`src/rtl/eeprom_arb.sv`:
```
// eeprom_arb: two-client round-robin arbiter and sequencer in front of a
// single-byte I2C EEPROM master engine. One engine transaction is in flight
// at a time; address/data are held until the engine acks, read data is
// captured per client, and every write is followed by a tWR quiet period.
//
// Optional feature: define EEPROM_ARB_TIMEOUT_EN to add a WAIT_ACK timeout
// (TIMEOUT_CYCLES) that completes the transaction with cX_err = 1.
//
// Ports:
//   clk, reset            clock, synchronous active-high reset
//   cX_req/we/addr/wdata  client X request (level, held until cX_gnt)
//   cX_gnt                one-cycle pulse: request accepted
//   cX_done/err           one-cycle completion pulse, err = timeout
//   cX_rdata              last read data returned to client X
//   eng_wr/eng_rd         one-cycle engine strobes
//   eng_addr/eng_data_o   engine address / write data, held through ack
//   eng_data_oe           tri-state enable for the engine data bus
//   eng_data_i, eng_ack   engine read data and completion pulse
//   busy                  arbiter not idle
module eeprom_arb #(
  parameter int unsigned TWR_CYCLES     = 8,
  parameter int unsigned TIMEOUT_CYCLES = 4096
) (
  input  logic        clk,
  input  logic        reset,
  input  logic        c0_req,
  input  logic        c0_we,
  input  logic [10:0] c0_addr,
  input  logic [7:0]  c0_wdata,
  output logic        c0_gnt,
  output logic        c0_done,
  output logic [7:0]  c0_rdata,
  output logic        c0_err,
  input  logic        c1_req,
  input  logic        c1_we,
  input  logic [10:0] c1_addr,
  input  logic [7:0]  c1_wdata,
  output logic        c1_gnt,
  output logic        c1_done,
  output logic [7:0]  c1_rdata,
  output logic        c1_err,
  output logic        eng_wr,
  output logic        eng_rd,
  output logic [10:0] eng_addr,
  output logic [7:0]  eng_data_o,
  output logic        eng_data_oe,
  input  logic [7:0]  eng_data_i,
  input  logic        eng_ack,
  output logic        busy
);

  localparam int unsigned AW = 11;
  localparam int unsigned DW = 8;
  localparam int unsigned CW = 16;
  localparam logic [CW-1:0] TWR_LOAD = CW'(TWR_CYCLES);
  localparam logic          TWR_EN   = (TWR_CYCLES != 0);

  typedef enum logic [1:0] {IDLE, ISSUE, WAIT_ACK, WRCYC} state_e;

  state_e          state_q, state_d;
  logic            own_q, own_d;
  logic            we_q, we_d;
  logic            last_q, last_d;
  logic [CW-1:0]   cnt_q, cnt_d;
  logic            c0_gnt_q, c0_gnt_d, c1_gnt_q, c1_gnt_d;
  logic            c0_done_q, c0_done_d, c1_done_q, c1_done_d;
  logic            c0_err_q, c0_err_d, c1_err_q, c1_err_d;
  logic [DW-1:0]   c0_rdata_q, c0_rdata_d, c1_rdata_q, c1_rdata_d;
  logic            eng_wr_q, eng_wr_d, eng_rd_q, eng_rd_d;
  logic [AW-1:0]   eng_addr_q, eng_addr_d;
  logic [DW-1:0]   eng_data_q, eng_data_d;
  logic            eng_oe_q, eng_oe_d;
  logic            busy_q, busy_d;
  logic            pick, gnt_any, done_any, err_any;

`ifdef EEPROM_ARB_TIMEOUT_EN
  localparam logic [CW-1:0] TO_LIMIT = CW'(TIMEOUT_CYCLES - 1);
  logic [CW-1:0]   to_q, to_d;
`else
  logic            unused_timeout;
  assign unused_timeout = ^CW'(TIMEOUT_CYCLES);
`endif

  // Next-state and registered-output logic
  always_comb begin
    state_d    = state_q;
    own_d      = own_q;
    we_d       = we_q;
    last_d     = last_q;
    cnt_d      = cnt_q;
    eng_addr_d = eng_addr_q;
    eng_data_d = eng_data_q;
    eng_oe_d   = eng_oe_q;
    c0_rdata_d = c0_rdata_q;
    c1_rdata_d = c1_rdata_q;
    eng_wr_d   = 1'b0;
    eng_rd_d   = 1'b0;
    gnt_any    = 1'b0;
    done_any   = 1'b0;
    err_any    = 1'b0;
    pick       = 1'b0;
`ifdef EEPROM_ARB_TIMEOUT_EN
    to_d       = to_q;
`endif

    case (state_q)
      IDLE: begin
        if (c0_req || c1_req) begin
          // On a tie the client not served last wins
          pick       = (c0_req && c1_req) ? ~last_q : c1_req;
          own_d      = pick;
          we_d       = pick ? c1_we    : c0_we;
          eng_addr_d = pick ? c1_addr  : c0_addr;
          eng_data_d = pick ? c1_wdata : c0_wdata;
          gnt_any    = 1'b1;
          state_d    = ISSUE;
        end
      end
      ISSUE: begin
        eng_wr_d = we_q;
        eng_rd_d = ~we_q;
        eng_oe_d = we_q;
        state_d  = WAIT_ACK;
`ifdef EEPROM_ARB_TIMEOUT_EN
        to_d     = '0;
`endif
      end
      WAIT_ACK: begin
        if (eng_ack) begin
          // Read data is sampled in the ack cycle itself
          if (!we_q) begin
            if (own_q) c1_rdata_d = eng_data_i;
            else       c0_rdata_d = eng_data_i;
          end
          done_any = 1'b1;
          eng_oe_d = 1'b0;
          last_d   = own_q;
          if (we_q && TWR_EN) begin
            cnt_d   = TWR_LOAD;
            state_d = WRCYC;
          end else begin
            state_d = IDLE;
          end
        end
`ifdef EEPROM_ARB_TIMEOUT_EN
        else if (to_q == TO_LIMIT) begin
          // Give up on the engine; still honour tWR before the next request
          done_any = 1'b1;
          err_any  = 1'b1;
          eng_oe_d = 1'b0;
          last_d   = own_q;
          if (TWR_EN) begin
            cnt_d   = TWR_LOAD;
            state_d = WRCYC;
          end else begin
            state_d = IDLE;
          end
        end else begin
          to_d = to_q + CW'(1);
        end
`endif
      end
      WRCYC: begin
        // Counter loaded with TWR_CYCLES gives exactly that many WRCYC cycles
        cnt_d = cnt_q - CW'(1);
        if (cnt_q <= CW'(1)) state_d = IDLE;
      end
      default: state_d = IDLE;
    endcase

    c0_gnt_d  = gnt_any & ~pick;
    c1_gnt_d  = gnt_any & pick;
    c0_done_d = done_any & ~own_q;
    c1_done_d = done_any & own_q;
    c0_err_d  = err_any & ~own_q;
    c1_err_d  = err_any & own_q;
    busy_d    = (state_d != IDLE);
  end

  // State and output registers
  always_ff @(posedge clk) begin
    if (reset) begin
      state_q    <= IDLE;
      own_q      <= 1'b0;
      we_q       <= 1'b0;
      last_q     <= 1'b1;
      cnt_q      <= '0;
      c0_gnt_q   <= 1'b0;
      c1_gnt_q   <= 1'b0;
      c0_done_q  <= 1'b0;
      c1_done_q  <= 1'b0;
      c0_err_q   <= 1'b0;
      c1_err_q   <= 1'b0;
      c0_rdata_q <= '0;
      c1_rdata_q <= '0;
      eng_wr_q   <= 1'b0;
      eng_rd_q   <= 1'b0;
      eng_addr_q <= '0;
      eng_data_q <= '0;
      eng_oe_q   <= 1'b0;
      busy_q     <= 1'b0;
`ifdef EEPROM_ARB_TIMEOUT_EN
      to_q       <= '0;
`endif
    end else begin
      state_q    <= state_d;
      own_q      <= own_d;
      we_q       <= we_d;
      last_q     <= last_d;
      cnt_q      <= cnt_d;
      c0_gnt_q   <= c0_gnt_d;
      c1_gnt_q   <= c1_gnt_d;
      c0_done_q  <= c0_done_d;
      c1_done_q  <= c1_done_d;
      c0_err_q   <= c0_err_d;
      c1_err_q   <= c1_err_d;
      c0_rdata_q <= c0_rdata_d;
      c1_rdata_q <= c1_rdata_d;
      eng_wr_q   <= eng_wr_d;
      eng_rd_q   <= eng_rd_d;
      eng_addr_q <= eng_addr_d;
      eng_data_q <= eng_data_d;
      eng_oe_q   <= eng_oe_d;
      busy_q     <= busy_d;
`ifdef EEPROM_ARB_TIMEOUT_EN
      to_q       <= to_d;
`endif
    end
  end

  assign c0_gnt      = c0_gnt_q;
  assign c1_gnt      = c1_gnt_q;
  assign c0_done     = c0_done_q;
  assign c1_done     = c1_done_q;
  assign c0_err      = c0_err_q;
  assign c1_err      = c1_err_q;
  assign c0_rdata    = c0_rdata_q;
  assign c1_rdata    = c1_rdata_q;
  assign eng_wr      = eng_wr_q;
  assign eng_rd      = eng_rd_q;
  assign eng_addr    = eng_addr_q;
  assign eng_data_o  = eng_data_q;
  assign eng_data_oe = eng_oe_q;
  assign busy        = busy_q;

endmodule

```
`config.mk`:
```
export PLATFORM = sky130hd
export DESIGN_NAME = eeprom_arb
export DESIGN_NICKNAME = d
export VERILOG_FILES = /design/src/rtl/eeprom_arb.sv
export SDC_FILE = /design/constraint.sdc
export NUM_CORES = 1
export LEC_CHECK = 0
export ABC_CLOCK_PERIOD_IN_PS = 3800
export CAP_MARGIN = 20
export CORE_MARGIN = 5
export CORE_UTILIZATION = 45
export DETAILED_ROUTE_END_ITERATION = 16
export PLACE_DENSITY = 0.8
export SLEW_MARGIN = 20
export SYNTH_ARGS = -nofsm -noshare
export SYNTH_HDL_FRONTEND = slang
export SYNTH_SLANG_ARGS = --single-unit
```
`constraint.sdc`:
```
create_clock -name clk -period 3.8 [get_ports clk]
set_clock_uncertainty 0.05 [all_clocks]
set_input_delay 0.76 -clock clk [delete_from_list [all_inputs] [get_ports clk]]
set_output_delay 0.76 -clock clk [all_outputs]
set_load 0.005 [all_outputs]
```
==> results.md <==
- The run finished with clean final reports.
- In the final routed layout, each cell accounts on average for 14.0 um.
- Of the total power, the share spent switching nets is a little under a third.
- The estimated wirelength of the detail-placed design is about 4.8 mm.
- CTS placed an instance of sky130_fd_sc_hd__clkbuf_8 at the clock tree root.
- Ranked by total cell area, the synthesized netlist is headed by sky130_fd_sc_hd__dfxtp_1, sky130_fd_sc_hd__mux2i_1, sky130_fd_sc_hd__nor2_1, sky130_fd_sc_hd__a211oi_1, sky130_fd_sc_hd__mux2_2.
- The overall global routing resource usage is 17.0%.
- Of the total power, registers draw a little over two fifths.
- In this run, the combinational gates consume approximately 32% of the power.
- The final standard cell utilization of the core is between 60 and 70%.
- The setup slack on the worst flop-to-flop path is ~1.8 ns.
- The wire length reported by the detailed router is ~6.3 mm.
- Summing the areas of all and, or, nand and nor instances in the mapped netlist gives between 20% and 30% of the synthesized area.
- The critical register-to-register path endpoint is cnt_q[15]$_SDFFE_PP0P_.
- Of the total synthesized cell area, the portion taken by XOR and XNOR cells is 0%.
- Among all flip-flop cells after synthesis, the most frequent one is sky130_fd_sc_hd__dfxtp_1.
- The first global-routing pass estimated a little over 10 mm of wire.
- The buffer count from post-CTS setup fixing is 0.
- For the worst setup path, the data arrival time is approximately 2.4 ns.
- Yosys mapped the design onto 47 distinct sky130hd cell types.
- The part of the total power dissipated in the clock network is 24.6%.
- In this run the power density over the cells is around 520 nW/um2.
- Detailed routing placed a total of slightly below 3 mm of wire on met2.
- STA classifies the critical path endpoint as a register.
- The worst setup path is launched from a primary input.
- In this run the critical register-to-register path is launched from state_q[1]$_SDFF_PP0_.
- Yosys printed 0 warnings.
- The via count of the first global-routing pass came to 2308.
- The area growth from synthesis to layout is 41.0%.
- For the pin with the worst max-slew slack, the measured transition is approximately 0.8 ns.
- The final-report hold violation count came to 0.
- After synthesis, the largest family of logic cells by area is simple AND/OR/NAND/NOR gates.
- The mapped netlist covers approximately 2800 um2.
- The floorplan core area is between 5000 and 6000 um2.
- The final routed DRC violation total is 0.
- The total grt overflow is 0.
- The clock input transition at the sequential cells of the worst setup and hold paths is 0.07 ns.
- The post-CTS resize count is 0.
- IR analysis of the VDD net gives a maximum drop of approximately 350 uV.
- The top-level I/O count is 98.
- On the critical path, the stage with the largest delay is an instance of sky130_fd_sc_hd__or3b_2.
- For the finished layout, the period the worst path requires is around 2.2 ns.
- Across the run, the number of max-cap violations was 0.
- In the detailed route, the total length drawn on met3 is 743 um.
- The end point of the critical path is c1_rdata[1]$_SDFFE_PP0P_.
- The CTS tree is built.
- The sum of negative setup slack is 0 ns.
- The number of antenna diodes in the final layout is 0.
- Summing all flip-flop and latch instances after layout gives ~1300 um2.
- The largest single stage delay on the critical path is approximately 0.62 ns.
- The area fraction in compound gates after synthesis is between 10% and 20%.
- The clock tree buffer depth is 2.
- The cell row count is 28.
- The clock reaches the later pin of the worst-skew pair after around 0.32 ns.
- The worst path required time is 3.93 ns.
- The die area is about 7800 um2.
- The post-synthesis mux area share is roughly 16%.
- The routed metal-1 wire length is 2.55 mm.
- Once routing completed, OpenROAD measured the worst setup slack at about 1.6 ns.
- The count of cells in the finished layout, fillers not included, comes to around 450.
- The initial antenna violation count is 0.
- By count the netlist is led by sky130_fd_sc_hd__dfxtp_1, sky130_fd_sc_hd__nor2_1, sky130_fd_sc_hd__mux2i_1.
- The cell count after placement is 440.
- The number of DRC markers after the initial detailed-route iteration is 82.
- The peak clock frequency supported by timing is 448 MHz.
- The proportion of netlist area held by the largest area contributor is 46.2%.
- The class of the most critical hold timing path is register to register.
- The clock drives 64 sinks.
- For this design the static power due to leakage is 1.51 nW.
- The number of synthesized register bits is 64.
- The routability congestion estimate from global placement is approximately 0.8.
- The number of cells on the worst reg-to-reg path is 4.
- The startpoint of the tightest hold check path is eng_data_o[7]$_SDFFE_PP0P_.
- The number of antenna-violating nets in the routed design is 0.
- In the final layout, the share of cells above drive strength 1 is 9.23%.
- The share of the clock period used by the worst path after layout is between 50% and 60%.
- The total number of H-tree levels is 3.
- The vertical die dimension is ~90 um.
- The initial utilization of the core area, before any placement, comes to 46.6%.
- The post-synthesis share of cell area spent on full adders, half adders and majority gates is less than 1%.
- The number of iterations in the first detailed-routing pass is 4.
- The share of flip-flops with an asynchronous set or reset is 0%.
- The critical-path maximum fanout is 8.
- Measured along the x axis, the die boundary spans between 80 and 90 um.
- The cts-stage hold buffer count is 0.
- In the final layout, the multi-input gates occupy roughly 1400 um2.
- By startpoint and endpoint, the worst setup path is classified as primary input to register.
- The total count of max-transition violations in the final report came to 0.
- Entering global routing, the biggest net connects 46 pins.
- sky130_fd_sc_hd__dfxtp_1 takes more of the synthesized area than any other cell.
- The worst slew slack as a fraction of its limit is a little under half.
- Prior to clock tree synthesis, the placed netlist has a worst setup slack of approximately 1.2 ns.
- The worst setup path startpoint is eng_ack.
- In the post-synthesis netlist, the cell with the most instances is sky130_fd_sc_hd__dfxtp_1.
- Setup repair after global routing left no endpoint under its margin.
- The switching power total is 0.640 mW.
- The filler cells instantiated in the layout total 526.
- The number of nets in the layout is about 430.
- The routed via count divided by cell count is about 5.2.
- TritonCTS created 9 clock buffers.
- The top routing layer in use is met4.
- Buffers placed on the I/O ports in this run total between 90 and 100.
- In the synthesized netlist, the number of instances is around 290.
- The average footprint of a synthesized cell is slightly below 10 um2.
- Sequential elements use ~46% of the synthesized area.
- Internal power comes to between 1 and 1.5 mW.
- The final hold slack is between 0.4 and 0.5 ns.
- Yosys mapped a number of flops with a built-in enable equal to 0.
- The critical path goes through clkdlybuf4s50_1 -> nand3b_4 -> or3b_2 -> mux2i_1 -> nor2_1.
- Setup violations remaining at the end of the flow were counted as 0.
- Detailed routing inserted a total of approximately 2300 vias.
[worst max-delay path, delay by kind of cell]
kind,cells,cell delay (ns)
buffers and inverters,1,0.56
muxes,1,0.21
and+or+nand+nor,3,0.83
[flip-flops by register name, summed over array words and instances, names as in the netlist]
| signal | cells |
|---|---|
| c1_gnt | 1 |
| we_q | 1 |
| own_q | 1 |
| cnt_q | 16 |
| c1_rdata | 8 |
| eng_data_oe | 1 |
| busy | 1 |
| c0_rdata | 8 |
| state_q | 2 |
| eng_addr | 11 |
| eng_wr | 1 |
| c1_done | 1 |
| c0_gnt | 1 |
| eng_data_o | 8 |
| eng_rd | 1 |
| c0_done | 1 |
| last_q | 1 |
[worst min-delay path by stage]
stage	endpoint	slack (ns)	cells past startpoint
floorplan	cnt_q[1]$_SDFFE_PP0P_	0.42	2
global placement	c0_rdata[1]$_SDFFE_PP0P_	0.42	2
detailed placement	c0_rdata[1]$_SDFFE_PP0P_	0.44	2
CTS	eng_data_o[7]$_SDFFE_PP0P_	0.45	2
global route	eng_addr[1]$_SDFFE_PP0P_	0.47	2
finish	eng_data_o[7]$_SDFFE_PP0P_	0.45	2
[area by class of cell]
class / instances / share of cell area (%)
multi-input combinational: 198 / 35.3
sequential: 64 / 32.8
timing repair buffer: 98 / 24.8
clock buffer: 11 / 3.87
tap: 75 / 2.40
clock inverter: 3 / 0.480
inverter: 5 / 0.480
[layer usage]
layer,vias up,global-route usage [%]
li1,1201,-
met1,1053,19.0
met2,84,27.7
met3,8,8.47
met4,0,7.01
met5,-,0
[cells in the final DEF (no fill, tap or decap), types with 2 or more instances in the layout]
master	instances
sky130_fd_sc_hd__clkdlybuf4s50_1	94
sky130_fd_sc_hd__dfxtp_1	64
sky130_fd_sc_hd__nor2_1	50
sky130_fd_sc_hd__mux2i_1	37
sky130_fd_sc_hd__a211oi_1	22
sky130_fd_sc_hd__nand2_1	11
sky130_fd_sc_hd__clkbuf_8	11
sky130_fd_sc_hd__a21oi_1	8
sky130_fd_sc_hd__nor3_1	8
sky130_fd_sc_hd__mux2_2	6
sky130_fd_sc_hd__inv_1	5
sky130_fd_sc_hd__nand3_1	5
sky130_fd_sc_hd__nor3b_1	4
sky130_fd_sc_hd__o311ai_0	3
sky130_fd_sc_hd__or4_1	3
sky130_fd_sc_hd__nor4_1	3
sky130_fd_sc_hd__o21ai_0	3
sky130_fd_sc_hd__buf_4	3
sky130_fd_sc_hd__nand2b_1	2
sky130_fd_sc_hd__o211ai_1	2
sky130_fd_sc_hd__nand3b_1	2
sky130_fd_sc_hd__a221oi_1	2
sky130_fd_sc_hd__or2_2	2
sky130_fd_sc_hd__nor2b_1	2
sky130_fd_sc_hd__ha_1	2
sky130_fd_sc_hd__conb_1	2
sky130_fd_sc_hd__clkinv_2	2
[kinds of logic (layout without fill, tap and decap cells)]
kind of cell,Yosys count,after routing
muxes,43,43
other,1,2
adders and majority gates,2,2
AOI/OAI and AO/OA,46,46
buffers and inverters,25,117
DFF,64,64
and+or+nand+nor,105,105
[stage by stage]
stage               total power [mW]  area, um2
global placement                1.54       3740
floorplan                       1.27       2780
global route                    2.19       3910
detailed placement              1.56       3740
finish                          2.04       3910
CTS                             2.07       3910
[power by group through the flow]
| stage | clock network (mW) | logic (mW) | registers (mW) |
|---|---|---|---|
| global placement | 0 | 0.646 | 0.894 |
| floorplan | 0 | 0.397 | 0.875 |
| global route | 0.559 | 0.731 | 0.904 |
| detailed placement | 0 | 0.659 | 0.902 |
| CTS | 0.518 | 0.663 | 0.887 |
| finish | 0.502 | 0.655 | 0.887 |
(Power assumes the default switching activity.)
